===== src/rtl/traffic_display_driver.sv =====
// traffic_display_driver
//   Receives the traffic FSM's light state and countdown, converts the
//   countdown to two BCD digits with a sequential double-dabble engine,
//   scans a 2-digit multiplexed 7-segment display and drives three lamps.
//
// Ports
//   clk         system clock
//   rst_n       asynchronous active-low reset
//   led[1:0]    light state: 00 red, 01 green, 10 yellow, 11 invalid
//   timer_value remaining seconds, 0..63
//   seg[6:0]    segment drive, active-high, bit0=a .. bit6=g
//   dig_en[1:0] one-hot digit enable: 01 ones, 10 tens
//   lamp_red / lamp_yellow / lamp_green  discrete lamp outputs
//   bcd_valid   one-cycle pulse when the display registers take a new value
//
// Parameters
//   SCAN_DIV    clocks each digit stays enabled (>= 2)
//   BLINK_DIV   half-period of the fault blink (FAULT_BLINK_EN only)
//
// Build option
//   FAULT_BLINK_EN  when defined, led=11 blinks the yellow lamp and shows
//                   a dash in both digits; otherwise led=11 darkens the lamps.
module traffic_display_driver #(
  parameter int SCAN_DIV  = 4,
  parameter int BLINK_DIV = 8
) (
  input  logic       clk,
  input  logic       rst_n,
  input  logic [1:0] led,
  input  logic [5:0] timer_value,
  output logic [6:0] seg,
  output logic [1:0] dig_en,
  output logic       lamp_red,
  output logic       lamp_yellow,
  output logic       lamp_green,
  output logic       bcd_valid
);

  // Scan and blink counters share one width so both fit.
  localparam int CNT_W = $clog2((SCAN_DIV > BLINK_DIV) ? SCAN_DIV : BLINK_DIV);

  typedef enum logic [1:0] {IDLE, LOAD, SHIFT, DONE} state_t;

  state_t           state_q, state_d;
  logic [1:0]       led_q;
  logic [5:0]       t_q;
  logic [5:0]       last_conv;
  logic [2:0]       shift_cnt;
  logic [13:0]      sr;
  logic [3:0]       tens_q, ones_q;
  logic [CNT_W-1:0] scan_cnt;
  logic             scan_wrap;
  logic [1:0]       dig_nxt;
  logic [6:0]       seg_d;

  // One double-dabble step: {tens, ones, binary} adjust-then-shift.
  function automatic logic [13:0] dabble_step(input logic [13:0] v);
    logic [13:0] a;
    a = v;
    if (a[9:6]   >= 4'd5) a[9:6]   = a[9:6]   + 4'd3;
    if (a[13:10] >= 4'd5) a[13:10] = a[13:10] + 4'd3;
    return {a[12:0], 1'b0};
  endfunction

  function automatic logic [6:0] seg_encode(input logic [3:0] d);
    case (d)
      4'd0:    seg_encode = 7'b0111111;
      4'd1:    seg_encode = 7'b0000110;
      4'd2:    seg_encode = 7'b1011011;
      4'd3:    seg_encode = 7'b1001111;
      4'd4:    seg_encode = 7'b1100110;
      4'd5:    seg_encode = 7'b1101101;
      4'd6:    seg_encode = 7'b1111101;
      4'd7:    seg_encode = 7'b0000111;
      4'd8:    seg_encode = 7'b1111111;
      4'd9:    seg_encode = 7'b1101111;
      default: seg_encode = 7'b0000000;
    endcase
  endfunction

  // ---- input stage: free-running capture, kept live through reset ----
  always_ff @(posedge clk) begin
    led_q <= led;
    t_q   <= timer_value;
  end

  // ---- conversion FSM ----
  always_ff @(posedge clk or negedge rst_n) begin
    if (!rst_n) state_q <= IDLE;
    else        state_q <= state_d;
  end

  always_comb begin
    state_d = state_q;
    case (state_q)
      IDLE:    if (t_q != last_conv) state_d = LOAD;
      LOAD:    state_d = SHIFT;
      SHIFT:   if (shift_cnt == 3'd5) state_d = DONE;
      DONE:    state_d = IDLE;
      default: state_d = IDLE;
    endcase
  end

  always_ff @(posedge clk or negedge rst_n) begin
    if (!rst_n) begin
      last_conv <= 6'd0;
      shift_cnt <= 3'd0;
      tens_q    <= 4'd0;
      ones_q    <= 4'd0;
      bcd_valid <= 1'b0;
    end else begin
      bcd_valid <= 1'b0;
      case (state_q)
        LOAD: begin
          last_conv <= t_q;
          shift_cnt <= 3'd0;
        end
        SHIFT: shift_cnt <= shift_cnt + 3'd1;
        DONE: begin
          tens_q    <= sr[13:10];
          ones_q    <= sr[9:6];
          bcd_valid <= 1'b1;
        end
        default: ;
      endcase
    end
  end

  // Shift register is pure data; it is always loaded before use.
  always_ff @(posedge clk) begin
    case (state_q)
      LOAD:    sr <= {8'd0, t_q};
      SHIFT:   sr <= dabble_step(sr);
      default: ;
    endcase
  end

`ifdef FAULT_BLINK_EN
  logic [CNT_W-1:0] blink_cnt;
  logic             blink_ph;

  // Phase 0 = lamp on, so the first fault cycle shows yellow lit.
  always_ff @(posedge clk or negedge rst_n) begin
    if (!rst_n) begin
      blink_cnt <= '0;
      blink_ph  <= 1'b0;
    end else if (led_q == 2'b11) begin
      if (blink_cnt == CNT_W'(BLINK_DIV - 1)) begin
        blink_cnt <= '0;
        blink_ph  <= ~blink_ph;
      end else begin
        blink_cnt <= blink_cnt + CNT_W'(1);
      end
    end else begin
      blink_cnt <= '0;
      blink_ph  <= 1'b0;
    end
  end
`endif

  // ---- lamp stage ----
  always_ff @(posedge clk or negedge rst_n) begin
    if (!rst_n) begin
      lamp_red    <= 1'b0;
      lamp_yellow <= 1'b0;
      lamp_green  <= 1'b0;
    end else begin
      lamp_red    <= (led_q == 2'b00);
      lamp_green  <= (led_q == 2'b01);
`ifdef FAULT_BLINK_EN
      lamp_yellow <= (led_q == 2'b10) | ((led_q == 2'b11) & ~blink_ph);
`else
      lamp_yellow <= (led_q == 2'b10);
`endif
    end
  end

  // ---- scan stage: seg follows the digit that dig_en selects next ----
  assign scan_wrap = (scan_cnt == CNT_W'(SCAN_DIV - 1));
  assign dig_nxt   = scan_wrap ? ~dig_en : dig_en;

  always_comb begin
    seg_d = seg_encode(ones_q);
    if (dig_nxt[1]) seg_d = (tens_q == 4'd0) ? 7'b0000000 : seg_encode(tens_q);
`ifdef FAULT_BLINK_EN
    if (led_q == 2'b11) seg_d = 7'b1000000;
`endif
  end

  always_ff @(posedge clk or negedge rst_n) begin
    if (!rst_n) begin
      scan_cnt <= '0;
      dig_en   <= 2'b01;
      seg      <= 7'b0000000;
    end else begin
      scan_cnt <= scan_wrap ? '0 : scan_cnt + CNT_W'(1);
      dig_en   <= dig_nxt;
      seg      <= seg_d;
    end
  end

endmodule


===== config.mk =====
export PLATFORM = sky130hd
export DESIGN_NAME = traffic_display_driver
export DESIGN_NICKNAME = d
export VERILOG_FILES = /design/src/rtl/traffic_display_driver.sv
export SDC_FILE = /design/constraint.sdc
export NUM_CORES = 1
export LEC_CHECK = 0
export BUFFER_PORTS_ARGS = -buffer_cell sky130_fd_sc_hd__buf_2
export CAP_MARGIN = 25
export CORE_UTILIZATION = 38
export CTS_CLUSTER_DIAMETER = 50
export DETAILED_ROUTE_END_ITERATION = 7
export PLACE_DENSITY = 0.63
export REMOVE_ABC_BUFFERS = 1
export SYNTH_ARGS = -nofsm -noshare
export SYNTH_HDL_FRONTEND = slang
export SYNTH_SLANG_ARGS = --single-unit
export TNS_END_PERCENT = 30

===== constraint.sdc =====
create_clock -name clk -period 1.8 [get_ports clk]
set_input_delay 0.27 -clock clk [delete_from_list [all_inputs] [get_ports clk]]
set_output_delay 0.27 -clock clk [all_outputs]
set_load 0.05 [all_outputs]

### Yosys cells after proc, flatten, opt, wreduce, memory -nomap -nowiden

Memories as Yosys holds them, arrays and structs flattened.
Index checks and enable logic that the tools add are counted.

| cells by class | value |
|---|---|
| add/sub/neg operators | 4 |
| $lt $le $gt $ge | 2 |
| eq/ne operators | 10 |
| muxes and demuxes | 12 |
| bitwise gates (word level) | 1 |
| reduce and logical (&&, ||, !) cells | 5 |

Operators with widths:

| operator | count |
|---|---|
| $pmux 14 s2 | 1 |
| $mux 7 | 2 |
| $ge 4x3->1 const B | 2 |
| $pmux 2 s4 | 1 |
| $add 3x1->3 const B | 2 |
| $eq 2x2->1 const B | 3 |
| $mux 2 | 3 |
| $mux 3 | 2 |
| $ne 6x6->1 | 1 |
| $pmux 3 s2 | 1 |
| $add 4x2->4 const B | 1 |
| $eq 2x1->1 const B | 2 |
| $logic_not 2->1 | 2 |
| $logic_not 4->1 | 1 |
| $mux 4 | 1 |
| $ne 2x2->1 const B | 2 |
| $add 3x2->3 const B | 1 |
| $eq 3x2->1 const B | 1 |
| $eq 3x3->1 const B | 1 |
| $not 2->2 | 1 |
| $reduce_and 2->1 | 1 |
| $reduce_bool 2->1 | 1 |
| $mux 1 | 1 |

| word-level totals | value |
|---|---|
| flip-flop bits (word level) | 57 |
| bits in read-only memories | 224 |
| input bits | 10 |
| logic and storage cells | 52 |
| memories kept | 2 |

Memories:

| memory | words | width | read ports | clocked after memory_dff | wr ports | RTL line | source |
|---|---|---|---|---|---|---|---|
| (no name shown) | 16 | 7 | 1 | 0 | 0 | 66 | `case (d)` |
| (no name shown) | 16 | 7 | 1 | 0 | 0 | 66 |  |

### Logic depth before layout (Yosys ltp)

| depth | value |
|---|---|
| depth after elaboration | 3 |
| gate-level depth with buffers | 6 |

### Least setup slack after synthesis

OpenSTA, ideal clock, no wires.

| path | value |
|---|---|
| path type | register -> register |
| from | reg dig_en[1] |
| to | reg seg[5] |
| library setup time | 0.124 ns |
| arrival | 1.352 ns |
| path slack | 0.324 ns |
| stages on the path, launching flop included | 4 |
| path buffers | 0 |
| cell sequence | dfrtp_1 -> xor2_4 -> inv_4 -> o31a_1 |

| on the way | value |
|---|---|
| longest elaborated chain between the ends | 3 |

RTL lines:

| item | RTL line | source |
|---|---|---|
| from (decl) | 32 | `output logic [1:0] dig_en,` |
| from (signal assigned) | 197 | `dig_en <= dig_nxt;` |
| $not 2->2 | 180 | `assign dig_nxt = scan_wrap ? ~dig_en : dig_en;` |
| $mux 2 * | 180 |  |
| named net dig_nxt[1] | 53 | `logic [1:0] dig_nxt;` |
| $mux 7 * | 184 | `if (dig_nxt[1]) seg_d = (tens_q == 4'd0) ? 7'b0000000 : seg_encode(tens_q);` |
| named net seg_d[5] | 54 | `logic [6:0] seg_d;` |
| to (signal assigned) | 198 | `seg <= seg_d;` |
| to (decl) | 31 | `output logic [6:0] seg,` |

Mark *: on every way through the listed nets, which the timed path passes. The rest lies on a longest branch.
A chain may end at the register's enable or synchronous reset.

### Worst setup path after layout

| path | value |
|---|---|
| from | reg state_q[0] |
| to | reg state_q[1] |

| on the way | value |
|---|---|
| longest elaborated chain between the ends | 3 |

RTL lines:

| item | RTL line | source |
|---|---|---|
| from (decl) | 44 | `state_t state_q, state_d;` |
| from (signal assigned) | 90 | `else state_q <= state_d;` |
| $eq 2x2->1 or $logic_not 2->1 (tied branches) | 95 | `case (state_q)` |
| $ne 2x2->1 (no line) | - |  |
| $reduce_and 2->1 (no line) | - |  |

Parallel ways exist; a longest one is shown, timed or not.

==> results by group <==
Clock network
  – CTS tree: yes
  – H-Tree Depth: 3
  – Clk root buf: clkbuf_8
  – Clock-pin slew on the worst setup and hold paths: 0.06 ns
  – Insertion delay to the later sink of the worst-skew pair: 0.33 ns
  – Clock buffer depth: 2
  – CTS sink cnt: 57
  – CTS Buf Count: 9

Critical path
  – CP Launch Type: register
  – CP top delay family: adder cells
  – CP Capture Type: register
  – CP bufs+invs: 1
  – Setup CP Type: register to register
  – WP data arrival: 1.85 ns
  – Critical-path top delay cell: ha_1
  – Sequence of cells on the critical path: inv_1 > ha_1 > nand2_1 > o21ai_0 > mux2_2
  – RR Startpoint: state_q[0]
  – CP startpoint: state_q[0]
  – CP peak stage delay: 0.41 ns
  – Critical Path RT: 2.02 ns
  – Crit Path Max Fanout: 10

Hold path
  – HP Start: timer_value[4]
  – Worst min-delay path category: input pin to register

STA
  – Final setup vio count: 0
  – Tcrit/Tclk final: 90.3%
  – RSZ-0062 raised after global routing: false
  – Endpoints failing hold: 0
  – Slew Viols, Final: 0
  – Setup TNS: 0 ns
  – Setup Skew: 0.00348 ns
  – Tmin final: 1.63 ns
  – Rel. slew slack: 69.7%
  – Measured slew at the worst slew-check pin: 0.454 ns
  – Fin worst setup slack: 0.174 ns
  – Fin Hold WS: 0.0313 ns
  – Fmax: 615 MHz

Placement
  – PortBufs: 22
  – Placed inst area: 2940 um^2
  – Placer Congestion: 0.807
  – Detailed Place HPWL: 3030 um
  – Worst slack, placed: 0.146 ns
  – Placed Cells incl. Taps: 344

Final layout
  – Register area: 1460 um^2
  – Commonest non-fill, non-tap cell in the layout: dfrtp_1
  – Final core utilization: 46.1%
  – Share of layout cells above drive strength 1: 23.8%
  – Most frequent cells in the layout: dfrtp_1, ha_1, buf_2, o21ai_0
  – Synth-to-layout area growth: 16.9%
  – Non-filler cells, final: 361
  – ANT cells: 0
  – Final net count: 293
  – Multi-input logic area: 1140 um^2
  – Fill count: 662
  – Fin area: 3150 um^2

Synthesis
  – Register area share after synthesis: 54.1%
  – Avg Cell Area, Syn: 11.9 um^2
  – Post-Synthesis Cells: 227
  – Cell variety after synth: 40
  – Yosys warns: 0
  – Syn Std Cell Area: 2700 um^2
  – Yosys reg bits: 57

GRT
  – Tot GR Track Use: 13.4%
  – First-pass GRT wire length: 7360 um
  – Vias in the first global route: 1657
  – Total gr overflow: 0
  – Initial antenna violation count: 0
  – Largest net degree at the start of global routing: 36

Detailed routing
  – Via count: 1688
  – DR WL met3: 192 um
  – Drt first pass iters: 4
  – Post-Route WL: 4250 um
  – Routed length per placed instance: 11.8 um
  – Max layer used: met4
  – Met2 Routed Length: 2140 um
  – ANT nets after route: 0
  – Residual DRC count: 0
  – First-iteration detailed-routing DRC count: 32
  – M1 WL: 1850 um
  – Post-detailed-route via-to-cell ratio: 4.68

Pwr
  – Tot Pwr: 5.78 mW
  – Peak supply drop: 901 uV
  – Pwr/cell area: 1830 nW/um^2
  – Leak: 1.39 nW

Die
  – I/O pin cnt: 23
  – Chip height: 86.2 um
  – Die Area: 7430 um^2
  – Row count: 30
  – Die W: 86.2 um
  – Placeable Area: 6830 um^2
  – Initial Utilization: 39.5%

Job
  – MaxCap Viol Count: 0

Run status
  – Status: complete, no violations
per-layer routing:
layer / vias up / GRT usage [%]
met5: - / 0
met1: 805 / 14.3
met4: 0 / 5.15
li1: 844 / -
met3: 8 / 6.86
met2: 31 / 22.5
worst register-to-register path: stages (launching register included):
cell and delay, ns:
dfrtp_1 0.40, inv_1 0.13, ha_1 0.41, nand2_1 0.08, o21ai_0 0.12, mux2_2 0.36
final cells by class:
cell class | instances | share of cell area, %
Tap cell | 96 | 3.81
Clock inverter | 4 | 0.715
Multi-Input combinational cell | 147 | 36.3
Clock buffer | 12 | 5.64
Timing Repair Buffer | 29 | 5.24
Inverter | 16 | 1.99
Sequential cell | 57 | 46.3
power by group:
part,total (mW),internal (mW),switching [mW]
registers,2.28,1.92,0.361
logic,2.35,1.01,1.34
clock network,1.15,0.659,0.491
total,5.78,3.59,2.19
state kept, by name, indices dropped and copies added (netlist names):
name,count
shift_cnt,3
lamp_yellow,1
seg,7
led_q,2
tens_q,4
dig_en,2
scan_cnt,3
sr,14
ones_q,4
t_q,6
bcd_valid,1
lamp_green,1
state_q,2
last_conv,6
lamp_red,1
timing repair:
| item | 4_1_cts | 5_1_grt |
|---|---|---|
| setup buffers | 0 | 0 |
| hold endpoints to repair | 34 | 0 |
| hold buffers | 1 | 0 |
| resized for setup | 0 | 0 |
kinds of logic after synthesis:
| group | Yosys count | synth area share [%] |
|---|---|---|
| fa+ha+maj | 23 | 10.7 |
| compound gates | 41 | 9.75 |
| mux | 15 | 6.27 |
| simple gates | 56 | 11.2 |
| xor+xnor | 12 | 4.60 |
| flops | 57 | 54.1 |
| buf+inv | 23 | 3.44 |
worst paths after layout:
kind,endpoint,slack [ns],depth (start not counted)
min in group asynchronous,scan_cnt[1],0.51,3
max in group asynchronous,dig_en[0],0.95,3
setup reg to reg,state_q[1],0.17,5
hold reg to reg,lamp_red,0.42,1
hold / removal,t_q[4],0.03,1
setup / recovery,state_q[1],0.17,5
Yosys cell counts (all sizes together):
master	count	share of area, %
dfrtp	34	32
ha	23	11
o21ai	17	3.2
inv	16	2.3
mux2	15	6.3
edfxtp	14	16
nand2	14	1.9
xnor2	11	3.6
nand2b	10	2.6
nor2	9	1.3
dfxtp	8	5.9
nor2b	6	1.4
a21oi	5	0.93
and2	4	0.93
clkbuf	4	0.56
a21boi	3	0.84
a31oi	3	0.70
buf	3	0.56
nand3	3	0.56
nand3b	3	0.84
a21o	2	0.56
nor3	2	0.37
o211a	2	0.74
o221ai	2	0.65
a311oi	1	0.33
and3	1	0.23
dfstp	1	0.98
nand4	1	0.23
nor3b	1	0.28
o211ai	1	0.28
o21a	1	0.28
o22ai	1	0.23
o311a	1	0.37
o31a	1	0.33
o32a	1	0.37
or3	1	0.23
or3b	1	0.33
xor2	1	1.0
Note: power is estimated with default switching activity, not from simulation.
